$ cat src/rtl/pwm_gen.sv
// pwm_gen: multi-channel signed-effort PWM generator
// Shared period counter, boundary-latched duty, per-channel watchdog.
module pwm_gen #(
    parameter int N_CHN   = 2,
    parameter int CHN_W   = 1,
    parameter int DATA_W  = 16,
    parameter int PERIOD  = 1000,
    parameter int TIMEOUT = 8
) (
    input  logic              clk,
    input  logic              rstn,
    input  logic              u_valid_i,
    input  logic [CHN_W-1:0]  u_chn_i,
    input  logic [DATA_W-1:0] u_data_i,
    output logic [N_CHN-1:0]  pwm_o,
    output logic [N_CHN-1:0]  dir_o,
    output logic [N_CHN-1:0]  timeout_o,
    output logic              sample_o
);

    localparam int WD_W = $clog2(TIMEOUT + 1);

    localparam logic [DATA_W-1:0] PMAX  = DATA_W'(PERIOD);
    localparam logic [DATA_W-1:0] PLAST = DATA_W'(PERIOD - 1);
    localparam logic [DATA_W-1:0] MINV  = {1'b1, {(DATA_W-1){1'b0}}};
    localparam logic [DATA_W-1:0] MAXV  = {1'b0, {(DATA_W-1){1'b1}}};
    localparam logic [WD_W-1:0]   WDMAX = WD_W'(TIMEOUT);
    localparam logic [WD_W-1:0]   WDPRE = WD_W'(TIMEOUT - 1);

    logic [DATA_W-1:0] cnt;
    logic              bnd;
    logic              sgn;
    logic [DATA_W-1:0] absv;
    logic [DATA_W-1:0] mag;
    logic [N_CHN-1:0]  acc;
    logic [N_CHN-1:0]  pend_dir;
    logic [DATA_W-1:0] pend_mag [N_CHN];
    logic [DATA_W-1:0] duty     [N_CHN];
    logic [WD_W-1:0]   wd       [N_CHN];

    assign bnd = (cnt == PLAST);
    assign sgn = u_data_i[DATA_W-1];

    // Magnitude of the incoming word, most-negative saturated, clamped to PERIOD
    always_comb begin
        absv = u_data_i;
        if (sgn) begin
            absv = (u_data_i == MINV) ? MAXV : -u_data_i;
        end
        mag = (absv > PMAX) ? PMAX : absv;
    end

    // Per-channel accept strobe; out-of-range indices match no channel
    always_comb begin
        acc = '0;
        for (int c = 0; c < N_CHN; c++) begin
            acc[c] = u_valid_i && (32'(u_chn_i) == c);
        end
    end

    // Shared period counter and end-of-period sample pulse
    always_ff @(posedge clk or negedge rstn) begin
        if (!rstn) begin
            cnt      <= '0;
            sample_o <= 1'b0;
        end else begin
            cnt      <= bnd ? '0 : cnt + DATA_W'(1);
            sample_o <= bnd;
        end
    end

    // Pending capture, watchdog, and boundary load of active duty/dir
    always_ff @(posedge clk or negedge rstn) begin
        if (!rstn) begin
            for (int c = 0; c < N_CHN; c++) begin
                pend_mag[c] <= '0;
                duty[c]     <= '0;
                wd[c]       <= '0;
            end
            pend_dir  <= '0;
            dir_o     <= '0;
            timeout_o <= '0;
        end else begin
            for (int c = 0; c < N_CHN; c++) begin
                if (acc[c]) begin
                    pend_mag[c]  <= mag;
                    pend_dir[c]  <= sgn;
                    wd[c]        <= '0;
                    timeout_o[c] <= 1'b0;
                end else if (bnd && wd[c] == WDPRE) begin
                    pend_mag[c]  <= '0;
                    pend_dir[c]  <= 1'b0;
                    wd[c]        <= WDMAX;
                    timeout_o[c] <= 1'b1;
                end else if (bnd && wd[c] != WDMAX) begin
                    wd[c] <= wd[c] + WD_W'(1);
                end
                if (bnd) begin
                    duty[c]  <= acc[c] ? mag : pend_mag[c];
                    dir_o[c] <= acc[c] ? sgn : pend_dir[c];
                end
            end
        end
    end

    // PWM compare, decoded from registered counter and duty only
    always_comb begin
        pwm_o = '0;
        for (int c = 0; c < N_CHN; c++) begin
            pwm_o[c] = (cnt < duty[c]);
        end
    end

endmodule

$ cat config.mk
export PLATFORM = sky130hd
export DESIGN_NAME = pwm_gen
export DESIGN_NICKNAME = d
export VERILOG_FILES = /design/src/rtl/pwm_gen.sv
export SDC_FILE = /design/constraint.sdc
export NUM_CORES = 1
export LEC_CHECK = 0
export CORE_AREA = 3 3 111 113
export CTS_CLUSTER_SIZE = 10
export DETAILED_ROUTE_END_ITERATION = 8
export DIE_AREA = 0 0 114 116
export SLEW_MARGIN = 10
export SYNTH_ARGS = -nofsm -noshare
export SYNTH_HDL_FRONTEND = slang
export SYNTH_SLANG_ARGS = --single-unit
$ cat constraint.sdc
create_clock -name clk -period 4.1 [get_ports clk]
set_clock_uncertainty 0.15 [all_clocks]
set_input_delay 0.82 -clock clk [delete_from_list [all_inputs] [get_ports clk]]
set_output_delay 0.82 -clock clk [all_outputs]
set_load 0.01 [all_outputs]
## After elaboration in Yosys (flattened, before gate mapping)

Cells that the tools add are included.

- $add $sub $neg: 4
- Magnitude comparators: 3
- Equal/unequal tests: 6
- Mux-type cells: 26
- Bitwise gates (word level): 1
- Reductions and logical operators: 10

Operators with widths:

| cell | count |
|---|---|
| 2-to-1 mux 16 bit | 10 |
| less-than comparator 16 bit | 2 |
| 2-to-1 mux 4 bit | 6 |
| adder 16 x 1 -> 16 bit (second input constant) | 1 |
| == test 16 x 10 -> 1 bit (second input constant) | 1 |
| == test 16 bit (second input constant) | 1 |
| > comparator 16 x 10 -> 1 bit (second input constant) | 1 |
| negator 16 bit | 1 |
| 2-to-1 mux 1 bit | 10 |
| adder 4 x 1 -> 4 bit (second input constant) | 2 |
| == test 4 x 3 -> 1 bit (second input constant) | 2 |
| != test 4 bit (second input constant) | 2 |
| logical AND 1 bit | 6 |
| nonzero test 3 bit | 2 |
| nonzero test 2 bit | 2 |
| inverter 1 bit | 1 |

- Register bits: 95
- Output and inout port bits: 7

## Logic depth before layout (Yosys ltp)

Gate-level depths: netlist of run 1.

- Word-level depth: 6
- Mapped depth: 10

## Least setup slack after synthesis of run 1

No wires, ideal clock.

- Kind: input port to flip-flop
- Start point: in u_data_i[0]
- End point: reg duty[19] (netlist bit)
- Library setup time: 0.124 ns
- Data arrival time: 2.718 ns
- Slack: 1.108 ns
- Cell stages on the path: 10
- Path buffers: 1
- Cells stage by stage: inv_1 > ha_1 > nor4b_4 > nand3b_1 > o41ai_1 > a41o_2 > nand4_4 > a31o_4 > buf_6 > o31a_1

- Cells in the longest elaborated chain, start to end: 6
- Elaborated cells between the ends (all ways): 7
- Classes of those cells: 1 x add/sub; 1 x order compare; 1 x eq/ne; 4 x mux

Ends and longest elaborated chain:

| element | line | text |
|---|---|---|
| start, declared | 14 | `input logic [DATA_W-1:0] u_data_i,` |
| negator 16 bit / == test 16 bit (equally long branches) | 48 | `absv = (u_data_i == MINV) ? MAXV : -u_data_i;` |
| 2-to-1 mux 16 bit | 48 |  |
| 2-to-1 mux 16 bit * | 47 | `if (sgn) begin` |
| > comparator 16 x 10 -> 1 bit | 50 | `mag = (absv > PMAX) ? PMAX : absv;` |
| 2-to-1 mux 16 bit * | 50 |  |
| 2-to-1 mux 16 bit * | 99 | `duty[c] <= acc[c] ? mag : pend_mag[c];` |
| end signal, assigned by index | 99 |  |
| end, declared | 38 | `logic [DATA_W-1:0] duty [N_CHN];` |

Every way passes the cells marked *; elsewhere a longest branch is shown, timed or not.
A chain may end at the register's enable or synchronous reset.

## Final worst setup path of run 1

- Start point: reg cnt[5]
- End point: out pwm_o[1]

- Cells in the longest elaborated chain, start to end: 1

Ends and longest elaborated chain:

| element | line | text |
|---|---|---|
| start, declared | 30 | `logic [DATA_W-1:0] cnt;` |
| start signal, assigned | 67 | `cnt <= bnd ? '0 : cnt + DATA_W'(1);` |
| less-than comparator 16 bit | 110 | `pwm_o[c] = (cnt < duty[c]);` |
| end, declared | 15 | `output logic [N_CHN-1:0] pwm_o,` |

Every way passes these cells.

==> flow_metrics.py, run 1 <==
metrics = {
    "clock_tree": {
        "clk_pin_slew_ns": 0.07,
        "tritoncts": "built",
        "postCtsSetupBuffers": 0,
        "cts_sinks": 95,
        "ctsResizeCount": 0,
        "clk_latency_ns": 0.35,
        "h-tree-depth": 3,
        "ctsRootBufferMaster": "clkbuf_16",
        "cts_hold_buffers": 0,
        "numCtsBuffers": 9,
        "clk_path_buf_depth": 2,
    },
    "drt": {
        "drc_errors": 0,
        "wl_per_cell_um": 15.6,
        "wl_met3_um": 375,
        "top_layer_used": "met4",
        "drt-met1-wl_mm": 5.72,
        "vias_per_cell": 5.44,
        "wirelength_mm": 11.5,
        "met2_length_mm": 5.18,
        "firstDrtPassIters": 4,
        "drt-initial-drc-count": 185,
        "via_count": 3990,
        "ant_nets": 0,
    },
    "worst_setup_path": {
        "crit_path_end": "pwm_o[1]",
        "r2r_end": "timeout_o[1]$_DFFE_PN0P_",
        "reg2regPathDepth": 8,
        "critical_path.max_stage_delay_ns": 0.59,
        "required_ns": 3.13,
        "start_kind": "register",
        "r2r_setup_slack_ns": 1.26,
        "cp_num_cells": 6,
        "worstPathMaxFanout": 7,
        "startpoint": "cnt[5]$_DFF_PN0_",
        "worstPathArrival_ns": 2.67,
        "end_kind": "primary output",
        "worstSetupPathType": "reg -> out",
        "r2r_start": "cnt[3]$_DFF_PN0_",
        "cp_top_family": "compound AO/OA/AOI/OAI gates",
        "path_cells": "ha_1 > or3_1 > a221oi_1 > o21ai_0 > a31oi_1 > clkdlybuf4s50_1",
        "critical_path_buf_inv_count": 1,
        "crit_slowest_cell": "clkdlybuf4s50_1",
    },
    "synthesis": {
        "synthesis.area_mm2": 0.00524,
        "synthXorXnorAreaFrac_pct": 4.35,
        "synth_enable_flop_cells": 0,
        "yosys_most_used_dff": "dfrtp_1",
        "yosys_warnings": 0,
        "synthMuxAreaShare_pct": 2.10,
        "synthAdderAreaFrac_pct": 8.60,
        "avgSynthCellArea_um2": 9.33,
        "synth-seq-cells": 95,
        "synth_simple_gate_area_share_pct": 19.7,
        "synth_compound_area_share_pct": 14.4,
        "syn_nets": 617,
        "async_flop_share_pct": 100,
        "synth_top_family_by_area": "simple AND/OR/NAND/NOR gates",
        "synth.distinct_cells": 51,
        "ys_seq_area_share_pct": 45.4,
        "synthCells": 561,
    },
    "finish": {
        "drive_gt1_share_pct": 8.12,
        "antennaDiodeCount": 0,
        "area.growth.synth_to_final_pct": 14.0,
        "nNetsFinal": 642,
    },
    "pwr": {
        "p_leak_nw": 2.91,
        "ir_drop_v": 0.000215,
        "pwr-share-comb_pct": 6.7,
        "pwr_density_cell_mw_per_mm2": 340,
        "seqPwrFrac_pct": 47.4,
        "p_clk_share_pct": 45.9,
        "p_int_mw": 1.56,
        "power_mw": 2.03,
        "switching_share_pct": 23.0,
        "switchingPower_mw": 0.467,
    },
    "floorplanning": {
        "dieArea_mm2": 0.0132,
        "die_w_um": 114,
        "die_y_um": 116,
        "rows": 39,
        "coreArea_mm2": 0.0114,
        "start_util_pct": 45.8,
        "io-pin-count": 27,
    },
    "global_route": {
        "grt.total_usage_pct": 18.9,
        "grt_antenna_before_repair": 0,
        "grt_pass1_wl_mm": 19.7,
        "grt_pass1_vias": 3935,
        "grt_max_degree": 71,
        "gr-total-overflow": 0,
    },
    "outcome": {
        "status": "completed",
    },
    "worst_hold_path": {
        "hold_class": "reg -> reg",
    },
    "sta": {
        "setup_tns_ns": 0,
        "finalSetupViolCount": 0,
        "tightest_slew_ns": 0.880,
        "rsz0062_at_grt": "no",
        "fmax_mhz": 275,
        "slew_violations": 0,
        "hold_viol_final": 0,
        "relSlewSlack_pct": 41.3,
        "fin_crit_ns": 3.64,
        "period_share_pct": 88.9,
    },
    "run": {
        "max_cap_viol_count": 0,
    },
    "place": {
        "io_buffers": 26,
        "gp_congestion": 0.916,
        "hpwl_mm": 8.30,
    },
}
-- cell usage after synthesis (all sizes together) (2+ instances only) --
| library cell | n | share of area (%) |
|---|---|---|
| clkbuf | 21 | 1.7 |
| nand2 | 69 | 4.9 |
| o221ai | 3 | 0.50 |
| o32ai | 4 | 0.67 |
| and4 | 2 | 0.36 |
| nor2 | 53 | 3.8 |
| nand3 | 14 | 1.3 |
| dfrtp | 95 | 45 |
| a221oi | 2 | 0.33 |
| nand4 | 9 | 1.4 |
| or3 | 6 | 0.72 |
| nand2b | 8 | 0.96 |
| o22ai | 9 | 1.1 |
| ha | 36 | 8.6 |
| o31a | 2 | 0.33 |
| nand3b | 2 | 0.29 |
| a21o | 10 | 1.4 |
| and3 | 5 | 0.60 |
| xor2 | 7 | 1.2 |
| buf | 3 | 0.65 |
| o211ai | 2 | 0.29 |
| a31oi | 5 | 0.60 |
| xnor2 | 19 | 3.2 |
| a21oi | 23 | 2.2 |
| inv | 43 | 3.1 |
| nor4b | 2 | 0.62 |
| mux2i | 5 | 1.0 |
| nor3 | 13 | 1.3 |
| and2b | 4 | 0.67 |
| o21ai | 44 | 4.2 |
| a211oi | 2 | 0.29 |
| and2 | 3 | 0.36 |
| mux2 | 5 | 1.1 |
| nor2b | 4 | 0.48 |
| a2bb2oi | 2 | 0.33 |
| or4 | 2 | 0.36 |
| nor4 | 8 | 1.2 |
| o31ai | 10 | 1.4 |
-- registers in the layout, summed over array words and instances (netlist names) --
register	flops
pend_mag	32
timeout_o	2
dir_o	2
pend_dir	2
sample_o	1
wd	8
cnt	16
duty	32
-- power by group through the flow --
| stage | sequential, mW | clock [mW] | combinational [mW] |
|---|---|---|---|
| 2_1_floorplan | 0.978 | 0 | 0.0740 |
| 3_3_place_gp | 0.979 | 0 | 0.134 |
| 3_5_place_dp | 0.979 | 0 | 0.136 |
| 4_1_cts | 0.961 | 0.951 | 0.137 |
| 5_1_grt | 0.963 | 0.986 | 0.152 |
| 6_report | 0.961 | 0.931 | 0.135 |
-- routing by layer --
metal  vias up  global-route usage (%)
met2        63                    29.5
met1      1911                    26.2
li1       2000                       -
met5         -                       0
met4         0                    6.25
met3        16                    4.02
-- final cells by class --
type                            count  area (um2)
Fill cell                        1058        5450
Sequential cell                    95        2380
Clock buffer                       10         239
Multi-Input combinational cell    399        2570
Tap cell                          143         179
Clock inverter                      6        91.3
Timing Repair Buffer               38         348
Inverter                           43         161
-- worst min-delay path by stage --
stage / from / end / slack (ns) / cells after the start
global route: pend_mag[28]$_DFFE_PN0P_ / pend_mag[28]$_DFFE_PN0P_ / 0.37 / 2
detailed placement: duty[30]$_DFFE_PN0P_ / duty[30]$_DFFE_PN0P_ / 0.32 / 2
global placement: duty[9]$_DFFE_PN0P_ / duty[9]$_DFFE_PN0P_ / 0.32 / 2
CTS: duty[30]$_DFFE_PN0P_ / duty[30]$_DFFE_PN0P_ / 0.34 / 2
floorplan: duty[10]$_DFFE_PN0P_ / duty[10]$_DFFE_PN0P_ / 0.30 / 2
finish: duty[15]$_DFFE_PN0P_ / duty[15]$_DFFE_PN0P_ / 0.33 / 2
-- cell usage in the layout, fill, tap and decap left out, drive strengths merged, types with 13 or more instances in the layout --
cell type      netlist  layout
inv                 43      45
dfrtp               95      95
nand2               69      69
xnor2               19      19
nor2                53      53
o21ai               44      44
nor3                13      13
nand3               14      14
ha                  36      36
a21oi               23      23
clkdlybuf4s50        0      25
buf                  3      13
-- kinds of logic after synthesis --
| kind of cell | Yosys count |
|---|---|
| AO/OA/AOI/OAI | 121 |
| XOR/XNOR | 26 |
| adder cells (fa/ha/maj) | 36 |
| buffers and inverters | 67 |
| flip-flops | 95 |
| multiplexers | 10 |
| AND/OR/NAND/NOR | 206 |
-- worst reg2reg max path, delay by kind of cell, from the launching register on --
kind | cells | cell delay (ns)
AND/OR/NAND/NOR | 6 | 1.65
buffers and inverters | 2 | 0.50
flip-flops | 1 | 0.47
-- through the flow --
stage,cells,util (%),setup slack [ns],hold slack (ns),area [um2]
global route,734,52.3,0.334,0.373,5970
CTS,734,52.3,0.429,0.337,5970
floorplan,561,-,1.11,0.300,5240
detailed placement,718,49.4,0.372,0.322,5640
finish,734,52.3,0.457,0.333,5970
global placement,718,49.4,0.508,0.318,5640
Power figures use the tool's default switching activity.
==> inputs of run 2 (changes only) <==
Settings changed: CORE_AREA 3 3 111 113 to 2 2 110 112, DIE_AREA 0 0 114 116 to 0 0 112 114.
==> run 2 against run 1 <==
  * Die area is 3.4% lower
  * Clock power is 6.0% lower
  * Register-to-register slack better by 0.10 ns
  * Sequential power about the same
  * Cell count is 0.27% higher
  * Highest routed layer unchanged
  * Count of clock-buffer cells in the layout rose by 1
  * Fmax rose by 1.1%
  * Largest power group unchanged
==> flow_metrics.py, run 2 (synthesis gave the netlist of run 1 again) <==
metrics = {
    "drt": {
        "met2_length_mm": 5.18,
        "drt-met1-wl_mm": 5.65,
        "drt-initial-drc-count": 209,
        "vias_per_cell": 5.37,
        "wirelength_mm": 11.4,
        "firstDrtPassIters": 4,
        "top_layer_used": "met4",
        "wl_per_cell_um": 15.4,
        "wl_met3_um": 340,
        "via_count": 3951,
        "drc_errors": 0,
        "ant_nets": 0,
    },
    "finish": {
        "final_common_cell": "dfrtp_1",
        "nNetsFinal": 640,
        "area.growth.synth_to_final_pct": 13.5,
        "final_cells": 736,
        "antennaDiodeCount": 0,
        "largestRegisters": "duty x32, pend_mag x32, cnt x16",
        "utilization_pct": 50.7,
        "design_area_mm2": 0.00594,
        "final_cell_mix": "dfrtp_1, nand2_1, nor2_1, o21ai_0, inv_1",
        "drive_gt1_share_pct": 7.81,
    },
    "worst_setup_path": {
        "path_cells": "ha_1 > or3_1 > a221oi_1 > o21ai_0 > a31oi_1 > clkdlybuf4s50_1",
        "required_ns": 3.13,
        "end_kind": "primary output",
        "worstPathMaxFanout": 7,
        "critical_path.max_stage_delay_ns": 0.57,
        "start_kind": "register",
        "crit_slowest_cell": "clkdlybuf4s50_1",
        "worstPathArrival_ns": 2.63,
        "worstSetupPathType": "reg -> out",
        "cp_top_family": "compound AO/OA/AOI/OAI gates",
        "critical_path_buf_inv_count": 1,
    },
    "pwr": {
        "power_mw": 1.97,
        "pwr_density_cell_mw_per_mm2": 331,
        "ir_drop_v": 0.000243,
        "p_leak_nw": 2.89,
    },
    "sta": {
        "fmax_mhz": 278,
        "tightest_slew_ns": 1.01,
        "rsz0062_at_grt": "no",
        "period_share_pct": 87.9,
        "finalSetupViolCount": 0,
        "slew_violations": 0,
        "fin_crit_ns": 3.60,
        "setup_tns_ns": 0,
        "hold_viol_final": 0,
        "relSlewSlack_pct": 32.7,
    },
    "floorplanning": {
        "die_y_um": 114,
        "start_util_pct": 44.7,
        "die_w_um": 112,
        "dieArea_mm2": 0.0128,
        "coreArea_mm2": 0.0117,
        "rows": 40,
        "io-pin-count": 27,
    },
    "outcome": {
        "status": "completed",
    },
    "clock_tree": {
        "h-tree-depth": 3,
        "clk_pin_slew_ns": 0.07,
        "ctsRootBufferMaster": "clkbuf_16",
        "clk_latency_ns": 0.35,
        "numCtsBuffers": 9,
        "tritoncts": "built",
        "ctsResizeCount": 0,
        "clk_path_buf_depth": 2,
        "postCtsSetupBuffers": 0,
        "cts_hold_buffers": 0,
        "cts_sinks": 95,
    },
    "place": {
        "gp_congestion": 0.915,
        "placed_cells": 720,
        "io_buffers": 26,
        "place_area_mm2": 0.00563,
        "hpwl_mm": 8.29,
    },
    "global_route": {
        "grt_pass1_vias": 3916,
        "gr-total-overflow": 0,
        "grt_antenna_before_repair": 0,
        "grt_pass1_wl_mm": 19.6,
        "grt.total_usage_pct": 19.3,
        "grt_max_degree": 66,
    },
    "run": {
        "max_cap_viol_count": 0,
    },
    "worst_hold_path": {
        "hold_class": "reg -> reg",
    },
}
-- run 2: worst paths after layout --
| check | end | cells past startpoint | slack [ns] | start |
|---|---|---|---|---|
| max in group asynchronous | duty[29]$_DFFE_PN0P_ | 2 | 2.62 | rstn |
| setup / recovery | pwm_o[1] | 6 | 0.50 | cnt[5]$_DFF_PN0_ |
| setup reg to reg | wd[6]$_DFFE_PN0P_ | 7 | 1.36 | cnt[0]$_DFF_PN0_ |
| min in group asynchronous | sample_o$_DFF_PN0_ | 1 | 0.42 | rstn |
| hold reg to reg | duty[29]$_DFFE_PN0P_ | 2 | 0.33 | duty[29]$_DFFE_PN0P_ |
| hold / removal | duty[29]$_DFFE_PN0P_ | 2 | 0.33 | duty[29]$_DFFE_PN0P_ |
-- run 2: worst min-delay path: stages, from the launching register on --
cell and delay, ns:
dfrtp_1 0.34, nand2_1 0.05, o21ai_0 0.06
-- run 2: where the power goes --
group / switching, mW / leakage (nW) / internal [mW]
Sequential: 0.00655 / 1.15 / 0.955
Combinational: 0.0839 / 1.58 / 0.0494
Clock: 0.364 / 0.157 / 0.510
-- run 2: per-stage QoR --
| stage | setup slack [ns] | hold slack, ns |
|---|---|---|
| global placement | 0.519 | 0.316 |
| global route | 0.307 | 0.360 |
| detailed placement | 0.391 | 0.320 |
| finish | 0.497 | 0.328 |
| CTS | 0.471 | 0.334 |
| floorplan | 1.11 | 0.300 |
-- run 2: layer usage --
layer	track usage [%]	vias up
met2	31.6	65
li1	-	1996
met3	2.66	14
met1	26.3	1876
met4	7.40	0
met5	0	-
-- run 2: layout make-up --
cell class                 count  area [um2]
fill                        1130        5770
multi-input combinational    399        2570
sequential                    95        2380
timing repair buffer          36         333
clock buffer                  11         253
tap                          147         184
inverter                      43         161
clock inverter                 5        61.3
==> inputs of run 3 (changes only) <==
Settings changed: CORE_AREA 2 2 110 112 to 10 10 118 120, DIE_AREA 0 0 112 114 to 0 0 128 130, SKIP_LAST_GASP set to 1.
Clock period 4.1 ns to 3.7 ns, I/O delays scaled along.
==> run 3 against run 2 <==
  * Sequential cell count stayed put
  * Combinational power is 12% higher
  * Highest routed layer unchanged
  * Final area is 0.48% lower
  * Setup slack worse by 0.31 ns
  * Cell count stayed put
  * Clock power is 2.4% higher
  * Count of clock-buffer cells in the layout stayed put
  * Largest power group unchanged
  * Worst hold slack worse by 0.099 ns
  * Register-to-register slack worse by 0.53 ns
==> flow_metrics.py, run 3 (synthesis gave the netlist of run 1 again) <==
metrics = {
    "finish": {
        "n_fill_cell": 1141,
        "final_cell_mix": "dfrtp_1, nand2_1, nor2_1, inv_1, o21ai_0",
        "antennaDiodeCount": 0,
        "final_common_cell": "dfrtp_1",
        "nNetsFinal": 640,
        "largestRegisters": "duty x32, pend_mag x32, cnt x16",
        "area.growth.synth_to_final_pct": 13.0,
        "final_cells": 736,
        "drive_gt1_share_pct": 7.64,
        "utilization_pct": 50.5,
        "design_area_mm2": 0.00591,
    },
    "floorplanning": {
        "dieArea_mm2": 0.0166,
        "die_y_um": 130,
        "io-pin-count": 27,
        "die_w_um": 128,
        "rows": 40,
        "coreArea_mm2": 0.0117,
        "start_util_pct": 44.7,
    },
    "global_route": {
        "grt_pass1_wl_mm": 20.5,
        "gr-total-overflow": 0,
        "grt_pass1_vias": 4075,
        "grt_max_degree": 47,
        "grt.total_usage_pct": 15.5,
        "grt_antenna_before_repair": 0,
    },
    "sta": {
        "finalSetupViolCount": 0,
        "setup_tns_ns": 0,
        "rsz0062_at_grt": "no",
        "relSlewSlack_pct": 30.1,
        "period_share_pct": 94.9,
        "hold_viol_final": 0,
        "tightest_slew_ns": 1.05,
        "fin_crit_ns": 3.51,
        "fmax_mhz": 285,
        "holdWs_ns": 0.230,
        "timing.final.ws_setup_ns": 0.189,
        "slew_violations": 0,
    },
    "place": {
        "placed_cells": 720,
        "io_buffers": 26,
        "place_area_mm2": 0.00563,
        "hpwl_mm": 8.63,
        "gp_congestion": 0.890,
        "place_ws_ns": 0.0230,
    },
    "clock_tree": {
        "clk_latency_ns": 0.35,
        "cts_hold_buffers": 0,
        "tritoncts": "built",
        "clk_path_buf_depth": 2,
        "ctsRootBufferMaster": "clkbuf_16",
        "cts_sinks": 95,
        "h-tree-depth": 3,
        "numCtsBuffers": 9,
        "clk_pin_slew_ns": 0.07,
    },
    "worst_setup_path": {
        "start_kind": "register",
        "worstSetupPathType": "reg -> out",
        "r2r_end": "pend_mag[8]$_DFFE_PN0P_",
        "worstPathMaxFanout": 7,
        "r2r_start": "cnt[3]$_DFF_PN0_",
        "reg2regPathDepth": 6,
        "r2r_setup_slack_ns": 0.83,
        "end_kind": "primary output",
        "required_ns": 2.81,
        "worstPathArrival_ns": 2.62,
    },
    "drt": {
        "via_count": 4045,
        "firstDrtPassIters": 4,
        "wl_per_cell_um": 16.2,
        "ant_nets": 0,
        "drt-initial-drc-count": 263,
        "vias_per_cell": 5.50,
        "drc_errors": 0,
        "wirelength_mm": 11.9,
    },
    "outcome": {
        "status": "completed",
    },
    "worst_hold_path": {
        "hold_class": "in -> async",
    },
    "pwr": {
        "p_leak_nw": 2.87,
        "pwr_density_cell_mw_per_mm2": 357,
        "ir_drop_v": 0.000209,
        "power_mw": 2.11,
    },
    "run": {
        "max_cap_viol_count": 0,
    },
}
-- run 3: cell types whose count changed in the layout (fill, tap and decap cells not counted), sizes merged --
cell	previous run	this run
inv	45	44
clkinvlp	0	1
bufinv	1	0
clkinv	2	3
-- run 3: worst max-delay path by stage --
stage | from | endpoint | slack (ns) | cells past startpoint
after floorplan | u_data_i[0] | duty[19]$_DFFE_PN0P_ | 0.79 | 10
after global placement | u_data_i[0] | duty[19]$_DFFE_PN0P_ | 0.18 | 10
after detailed placement | u_data_i[0] | duty[3]$_DFFE_PN0P_ | 0.02 | 10
after CTS | cnt[6]$_DFF_PN0_ | pwm_o[1] | 0.19 | 7
after global routing | cnt[13]$_DFF_PN0_ | pwm_o[1] | 0.04 | 7
final | cnt[5]$_DFF_PN0_ | pwm_o[1] | 0.19 | 6
-- run 3: what timing repair did --
item,in CTS,in global routing
buffers inserted,0,0
setup endpoints to repair,0,1
resized for setup,0,1
-- run 3: layout make-up --
class | instances | area, um2 | area share [%]
clock buffers | 11 | 243 | 4.10
clock inverters | 5 | 42.5 | 0.719
inverters | 43 | 161 | 2.73
multi-input cells | 399 | 2570 | 43.5
flip-flops and latches | 95 | 2380 | 40.2
well taps | 147 | 184 | 3.11
repair buffers | 36 | 333 | 5.63
-- run 3: metal layers --
| layer | routed length, um | track usage (%) | vias to the layer above |
|---|---|---|---|
| met5 | 0 | 0 | - |
| met4 | 288 | 7.48 | 0 |
| met3 | 387 | 2.43 | 16 |
| met2 | 5620 | 25.1 | 73 |
| met1 | 5650 | 19.8 | 1951 |
| li1 | - | - | 2005 |
-- run 3: report_power, final --
group / leakage, nW / switching [mW] / internal (mW)
logic: 1.58 / 0.0939 / 0.0553
clock network: 0.136 / 0.416 / 0.480
registers: 1.15 / 0.00744 / 1.06
total: 2.87 / 0.517 / 1.59
-- run 3: critical path, stage by stage, from the launching register on --
cell and delay, ns:
dfrtp_1 0.47, ha_1 0.23, or3_1 0.39, a221oi_1 0.28, o21ai_0 0.12, a31oi_1 0.20
clkdlybuf4s50_1 0.57
